==> src/rtl/mips_pkg.sv <==
// Shared MIPS datapath constants: ALU control encodings and the HI/LO
// multiply/divide sequencer state type.
package mips_pkg;

  localparam logic [3:0] ALU_MULT = 4'b1000;
  localparam logic [3:0] ALU_DIV  = 4'b1001;
  localparam logic [3:0] ALU_MFHI = 4'b1010;
  localparam logic [3:0] ALU_MFLO = 4'b1011;

  localparam int unsigned MD_WIDTH     = 32;
  localparam logic [4:0]  MD_ITER_LAST = 5'd31;

  typedef enum logic [1:0] {
    IDLE = 2'd0,
    CALC = 2'd1,
    FIX  = 2'd2
  } muldiv_state_t;

endpackage

==> src/rtl/muldiv_unit_if.sv <==
// EX-stage to HI/LO multiply/divide unit connection: issue fields going in,
// architectural HI/LO plus stall/completion status coming back.
interface muldiv_unit_if;

  logic        start;
  logic [3:0]  alucontrol;
  logic [31:0] srca;
  logic [31:0] srcb;
  logic        hien;
  logic        loen;
  logic [31:0] hi;
  logic [31:0] lo;
  logic        busy;
  logic        done;

  modport master (
    output start, alucontrol, srca, srcb, hien, loen,
    input  hi, lo, busy, done
  );

  modport slave (
    input  start, alucontrol, srca, srcb, hien, loen,
    output hi, lo, busy, done
  );

endinterface

==> src/rtl/muldiv_unit.sv <==
// Iterative signed multiply / divide producing the MIPS HI and LO registers.
// Magnitudes are processed one bit per CALC cycle; signs are applied in FIX.
//
// state | meaning
// IDLE  | waiting for a MULT/DIV start, HI/LO stable
// CALC  | 32 shift-add or restoring-divide iterations
// FIX   | sign correction and enabled HI/LO write-back
module muldiv_unit
  import mips_pkg::*;
(
  input  logic         clk,
  input  logic         reset,
  muldiv_unit_if.slave bus
);

  function automatic logic [31:0] mag32(input logic [31:0] v);
    return v[31] ? (~v + 32'd1) : v;
  endfunction

  function automatic logic [31:0] cond_neg32(input logic [31:0] v, input logic neg);
    return neg ? (~v + 32'd1) : v;
  endfunction

  function automatic logic [63:0] cond_neg64(input logic [63:0] v, input logic neg);
    return neg ? (~v + 64'd1) : v;
  endfunction

  muldiv_state_t state_q;
  logic [4:0]    cnt_q;
  logic          is_div_q;
  logic          hien_q;
  logic          loen_q;
  logic          sign_a_q;
  logic          sign_b_q;
  logic          divz_q;
  logic [63:0]   mcand_q;
  logic [31:0]   mplier_q;
  logic [63:0]   acc_q;
  logic [32:0]   rem_q;
  logic [31:0]   quot_q;
  logic [31:0]   divisor_q;
  logic [31:0]   hi_q;
  logic [31:0]   lo_q;

  logic          valid_start;
  logic [63:0]   acc_d;
  logic [33:0]   rem_shift;
  logic [33:0]   rem_diff;
  logic          q_bit;
  logic [32:0]   rem_d;
  logic [31:0]   quot_d;
  logic [63:0]   prod_fix;
  logic [31:0]   quot_fix;
  logic [31:0]   rem_fix;
  logic [31:0]   res_hi;
  logic [31:0]   res_lo;

  assign valid_start = bus.start && ((bus.alucontrol == ALU_MULT) || (bus.alucontrol == ALU_DIV));

  assign acc_d = mplier_q[0] ? (acc_q + mcand_q) : acc_q;

  // Partial remainder never reaches the divisor, so the top bit stays clear
  // and a 34-bit subtract exposes the borrow without losing a carry.
  assign rem_shift = {rem_q, quot_q[31]};
  assign rem_diff  = rem_shift - {2'b00, divisor_q};
  assign q_bit     = ~rem_diff[33];
  assign rem_d     = q_bit ? rem_diff[32:0] : rem_shift[32:0];
  assign quot_d    = {quot_q[30:0], q_bit};

  assign prod_fix = cond_neg64(acc_q, sign_a_q ^ sign_b_q);
  assign quot_fix = divz_q ? 32'hFFFF_FFFF : cond_neg32(quot_q, sign_a_q ^ sign_b_q);
  assign rem_fix  = cond_neg32(rem_q[31:0], sign_a_q);
  assign res_hi   = is_div_q ? rem_fix  : prod_fix[63:32];
  assign res_lo   = is_div_q ? quot_fix : prod_fix[31:0];

  always_ff @(posedge clk or posedge reset) begin
    if (reset) begin
      state_q   <= IDLE;
      cnt_q     <= '0;
      is_div_q  <= 1'b0;
      hien_q    <= 1'b0;
      loen_q    <= 1'b0;
      sign_a_q  <= 1'b0;
      sign_b_q  <= 1'b0;
      divz_q    <= 1'b0;
      mcand_q   <= '0;
      mplier_q  <= '0;
      acc_q     <= '0;
      rem_q     <= '0;
      quot_q    <= '0;
      divisor_q <= '0;
      hi_q      <= '0;
      lo_q      <= '0;
    end else begin
      case (state_q)
        IDLE: begin
          if (valid_start) begin
            state_q   <= CALC;
            cnt_q     <= '0;
            is_div_q  <= (bus.alucontrol == ALU_DIV);
            hien_q    <= bus.hien;
            loen_q    <= bus.loen;
            sign_a_q  <= bus.srca[31];
            sign_b_q  <= bus.srcb[31];
            divz_q    <= (bus.srcb == 32'd0);
            mcand_q   <= {32'd0, mag32(bus.srca)};
            mplier_q  <= mag32(bus.srcb);
            acc_q     <= '0;
            rem_q     <= '0;
            quot_q    <= mag32(bus.srca);
            divisor_q <= mag32(bus.srcb);
          end
        end
        CALC: begin
          cnt_q    <= cnt_q + 5'd1;
          acc_q    <= acc_d;
          mcand_q  <= {mcand_q[62:0], 1'b0};
          mplier_q <= {1'b0, mplier_q[31:1]};
          rem_q    <= rem_d;
          quot_q   <= quot_d;
          if (cnt_q == MD_ITER_LAST) begin
            state_q <= FIX;
          end
        end
        FIX: begin
          if (hien_q) hi_q <= res_hi;
          if (loen_q) lo_q <= res_lo;
          state_q <= IDLE;
        end
        default: state_q <= IDLE;
      endcase
    end
  end

  assign bus.busy = (state_q != IDLE);
  assign bus.done = (state_q == FIX);
  assign bus.hi   = hi_q;
  assign bus.lo   = lo_q;

endmodule
==> src/flat_wrapper.sv <==
// flat-port wrapper written by rule: the top's interface ports become plain ports
module muldiv_unit_flat import mips_pkg::*;
  (clk, reset, bus_start, bus_alucontrol, bus_srca, bus_srcb, bus_hien, bus_loen, bus_hi, bus_lo, bus_busy, bus_done);
  muldiv_unit_if bus_i ();
  input  logic clk;
  input  logic reset;
  input wire logic [$bits(bus_i.start)-1:0] bus_start;
  input wire logic [$bits(bus_i.alucontrol)-1:0] bus_alucontrol;
  input wire logic [$bits(bus_i.srca)-1:0] bus_srca;
  input wire logic [$bits(bus_i.srcb)-1:0] bus_srcb;
  input wire logic [$bits(bus_i.hien)-1:0] bus_hien;
  input wire logic [$bits(bus_i.loen)-1:0] bus_loen;
  output wire logic [$bits(bus_i.hi)-1:0] bus_hi;
  output wire logic [$bits(bus_i.lo)-1:0] bus_lo;
  output wire logic [$bits(bus_i.busy)-1:0] bus_busy;
  output wire logic [$bits(bus_i.done)-1:0] bus_done;
  assign bus_i.start = bus_start;
  assign bus_i.alucontrol = bus_alucontrol;
  assign bus_i.srca = bus_srca;
  assign bus_i.srcb = bus_srcb;
  assign bus_i.hien = bus_hien;
  assign bus_i.loen = bus_loen;
  assign bus_hi = bus_i.hi;
  assign bus_lo = bus_i.lo;
  assign bus_busy = bus_i.busy;
  assign bus_done = bus_i.done;
  muldiv_unit u_core (.clk(clk), .reset(reset), .bus(bus_i));
endmodule
==> config.mk <==
export PLATFORM = sky130hd
export DESIGN_NAME = muldiv_unit_flat
export DESIGN_NICKNAME = d
export VERILOG_FILES = /design/src/rtl/mips_pkg.sv /design/src/rtl/muldiv_unit_if.sv /design/src/rtl/muldiv_unit.sv /design/src/flat_wrapper.sv
export SDC_FILE = /design/constraint.sdc
export NUM_CORES = 1
export LEC_CHECK = 0
export CAP_MARGIN = 20
export CORE_ASPECT_RATIO = 1.4
export CORE_MARGIN = 4
export CORE_UTILIZATION = 35
export DETAILED_ROUTE_END_ITERATION = 12
export SLEW_MARGIN = 10
export SYNTH_ARGS = -nofsm -noshare
export SYNTH_HDL_FRONTEND = slang
export SYNTH_SLANG_ARGS = --single-unit
export TNS_END_PERCENT = 30
==> constraint.sdc <==
create_clock -name clk -period 19.8 [get_ports clk]
set_clock_uncertainty 0.1 [all_clocks]
set_input_delay 1.98 -clock clk [delete_from_list [all_inputs] [get_ports clk]]
set_output_delay 1.98 -clock clk [all_outputs]
set_load 0.02 [all_outputs]
==> results.py <==
metrics = {
    "sta": {
        "slew_headroom": 0.356,
        "tns_ps": 0,
        "hold_viol_final": 0,
        "period_needed_ps": 4940,
        "fmax_mhz": 202,
        "setup_violations": 0,
        "rsz0062_at_grt": "false",
        "tightest_slew_ps": 967,
        "maxSlewViolCount": 0,
        "period_share": 0.250,
    },
    "routing": {
        "wl_per_cell_um": 19.2,
        "firstDrtPassIters": 5,
        "vias": 20500,
        "drt_wl_total_mm": 70.2,
        "route.detailed.drc": 0,
        "ant_nets": 0,
        "via_per_inst": 5.59,
        "dr.first_iter.drc_count": 1395,
    },
    "hold_path": {
        "min_from": "u_core.bus.hi[28]$_DFFE_PP0P_",
        "holdCritPathClass": "reg2reg",
    },
    "grt": {
        "grt-ovfl-total": 0,
        "grt_pass1_wl_mm": 113,
        "grt_max_degree": 197,
        "grt_busiest_layer": "met2",
        "first_global_vias": 20300,
        "met3_usage": 0.0218,
        "antenna_found_initial": 3,
        "grtUsageTotal": 0.199,
        "met1_usage": 0.245,
        "grtUsageMet2": 0.359,
    },
    "critical_path": {
        "cp_cell_sequence": "clkdlybuf4s50_1 > nor4_1 > nand3_1 > or3_1 > or3_1 > or2_2 > o41ai_2 > xor2_1 > o22ai_1",
        "cp_max_fo": 5,
        "arrival_ps": 5250,
        "critPathLaunch": "bus_srca[2]",
        "r2r_start": "u_core.acc_q[8]$_DFFE_PP0P_",
        "required_ps": 20110,
        "critPathMaxStageDelay_ps": 540,
        "startpoint_type": "input port",
        "cp_common_cell": "or3_1",
        "end_kind": "register",
        "critPathKind": "in2reg",
        "cp_slowest_cell": "nor4_1",
    },
    "finish": {
        "final_layout_size_suffix_gt1_frac": 0.0518,
        "fin_util": 0.408,
        "n_antenna_cell": 0,
        "fin_nets": 2962,
        "area_growth_pct": 15.5,
        "finalInstanceArea_um2": 26300,
        "fillCellCount": 6444,
    },
    "clock_network": {
        "cts_root_buffer": "clkbuf_16",
        "clockBufferDepth": 3,
        "numCtsBuffers": 39,
        "ctsResizeCount": 0,
        "cts_setup_buffers": 0,
        "cts_sinks": 334,
        "cts_htree_levels": 2,
        "cts_tree": "done",
        "cts.clk_slew.worst_paths_ps": 60,
        "clock_latency_ps": 580,
        "holdBufCountCts": 0,
    },
    "synth": {
        "yosysMostFrequentCell": "nand2_1",
        "synth-edff-count": 0,
        "synth_nets": 2927,
        "synthDominantCellAreaShare": 0.368,
        "avgSynthCellArea_um2": 8.26,
        "yosys-top-cells-area": "dfrtp_1 (37%), o21ai_0 (7.1%), nand2_1 (6.4%)",
        "synth_top_cells_by_count": "nand2_1 (386), dfrtp_1 (334), o21ai_0 (321), a21oi_1 (224), nor2_1 (168)",
        "synthArstFlopShare": 1.00,
        "synthesis.instances": 2750,
        "ys_ff_latch": 334,
        "synth_cell_type_count": 84,
        "synth.yosys.warnings": 0,
        "seq_area_frac_synth": 0.368,
        "yosysTopAreaCell": "dfrtp_1",
        "synth_ff_type": "dfrtp_1",
        "syn_area_um2": 22700,
    },
    "power_and_ir_drop": {
        "powerDensity_nw_per_um2": 174,
        "p_int_w": 0.00243,
        "vdd_drop_max_mv": 0.0833,
        "power_frac_comb": 0.550,
        "seqPwrFrac": 0.274,
        "leakage_nw": 11.3,
        "swShare": 0.466,
        "p_sw_w": 0.00213,
        "pwr-share-clk": 0.176,
        "power_w": 0.00456,
    },
    "floorplanning": {
        "pin_count": 139,
        "die_area_um2": 69100,
        "die_w_um": 223,
        "die_y_um": 309,
        "core_region_area_um2": 64300,
        "rows": 110,
        "initial_core_util": 0.354,
    },
    "outcome": {
        "status": "finished, final reports clean",
    },
    "placement": {
        "gp_congestion": 0.929,
        "port_buffers": 138,
        "dp_hpwl_mm": 51.2,
        "dpl_cell_area_um2": 24800,
    },
    "run": {
        "max-cap-violations": 0,
    },
}
==> path summary, 6_finish.rpt <==
path	end	slack, ps	cells after the start
worst max register to register	u_core.bus.hi[21]$_DFFE_PP0P_	15560	10
min in group asynchronous	u_core.mcand_q[52]$_DFFE_PP0P_	1780	2
worst max-delay path	u_core.mcand_q[29]$_DFFE_PP0P_	14860	9
max in group asynchronous	u_core.is_div_q$_DFFE_PP0P_	16210	3
worst min-delay path	u_core.bus.hi[28]$_DFFE_PP0P_	370	1
worst min register to register	u_core.bus.hi[28]$_DFFE_PP0P_	370	1
==> metal layers <==
metal	share of wire	routed length, µm
met5	0	0
met1	0.42	29800
met3	0.033	2330
met2	0.50	35100
met4	0.042	2920
==> registers in the layout (all words and copies together) (netlist names) <==
name	count
u_core.mplier_q	32
u_core.bus.hi	32
u_core.mcand_q	64
u_core.cnt_q	5
u_core.bus.lo	32
u_core.state_q	2
u_core.is_div_q	1
u_core.loen_q	1
u_core.sign_a_q	1
u_core.acc_q	64
u_core.hien_q	1
u_core.divisor_q	32
u_core.divz_q	1
u_core.rem_q	33
u_core.sign_b_q	1
u_core.quot_q	32
==> per-stage QoR <==
step                      worst slack (ps)  std cells  hold slack [ps]
after floorplan                       8470       2750              343
after global placement               14340       3582              360
after detailed placement             14290       3582              365
after CTS                            14910       3654              376
after global routing                 14690       3656              393
final                                14860       3656              373
==> cells by family (layout without fill, tap and decap cells) <==
group                      Yosys count  count (layout)  share of synthesized area
AOI/OAI and AO/OA                  929             929                      0.250
and+or+nand+nor                    849             849                      0.172
DFF                                334             334                      0.368
xor gates and xnor gates           255             255                     0.0983
buffers and inverters              250             316                     0.0415
adders and majority gates          104             104                     0.0579
muxes                               29              29                     0.0131
==> layout make-up <==
| cell class | count | area (µm²) | share of cell area |
|---|---|---|---|
| Clock buffer | 47 | 1090 | 0.0414 |
| Clock inverter | 25 | 338 | 0.0129 |
| Inverter | 81 | 312 | 0.0119 |
| Multi-Input combinational cell | 2166 | 13500 | 0.514 |
| Sequential cell | 334 | 8360 | 0.318 |
| Tap cell | 840 | 1050 | 0.0400 |
| Timing Repair Buffer | 163 | 1610 | 0.0615 |
==> power groups by stage <==
stage | registers (W) | clock network [W] | logic, W
5_1_grt | 0.00128 | 0.000845 | 0.00281
3_5_place_dp | 0.00125 | 0 | 0.00249
2_1_floorplan | 0.00113 | 0 | 0.00193
3_3_place_gp | 0.00124 | 0 | 0.00246
4_1_cts | 0.00124 | 0.000822 | 0.00251
6_report | 0.00125 | 0.000803 | 0.00251
==> placed cells by master, fill, tap and decap left out, drive strengths merged, types with 6 or more instances in the layout <==
| cell | netlist | routed |
|---|---|---|
| nand3 | 70 | 70 |
| o22ai | 76 | 76 |
| nor2 | 169 | 169 |
| o21ai | 324 | 324 |
| o211ai | 10 | 10 |
| o31ai | 44 | 44 |
| ha | 102 | 102 |
| nor4 | 26 | 26 |
| xor2 | 139 | 139 |
| clkbuf | 151 | 47 |
| inv | 81 | 84 |
| clkinv | 0 | 13 |
| and2 | 10 | 10 |
| a21oi | 224 | 224 |
| a21o | 75 | 75 |
| o21a | 8 | 8 |
| clkdlybuf4s50 | 0 | 138 |
| a21boi | 11 | 11 |
| nand4 | 24 | 24 |
| nand2 | 386 | 386 |
| mux2i | 23 | 23 |
| o41ai | 19 | 19 |
| or2 | 15 | 15 |
| o221ai | 9 | 9 |
| dfrtp | 334 | 334 |
| bufinv | 0 | 7 |
| nand2b | 16 | 16 |
| nor3 | 40 | 40 |
| a31oi | 23 | 23 |
| mux2 | 6 | 6 |
| or4 | 20 | 20 |
| nor2b | 16 | 16 |
| a221o | 25 | 25 |
| and3 | 12 | 12 |
| o21bai | 21 | 21 |
| buf | 18 | 25 |
| xnor2 | 116 | 116 |
| or3 | 31 | 31 |
| a211oi | 10 | 10 |
==> worst max-delay path: cells and delay by family <==
family / cells / cell delay [ps]
xor+xnor: 1 / 240
simple gates: 5 / 2190
compound gates: 2 / 340
buf+inv: 1 / 490
Note: power is estimated with default switching activity, not from simulation.
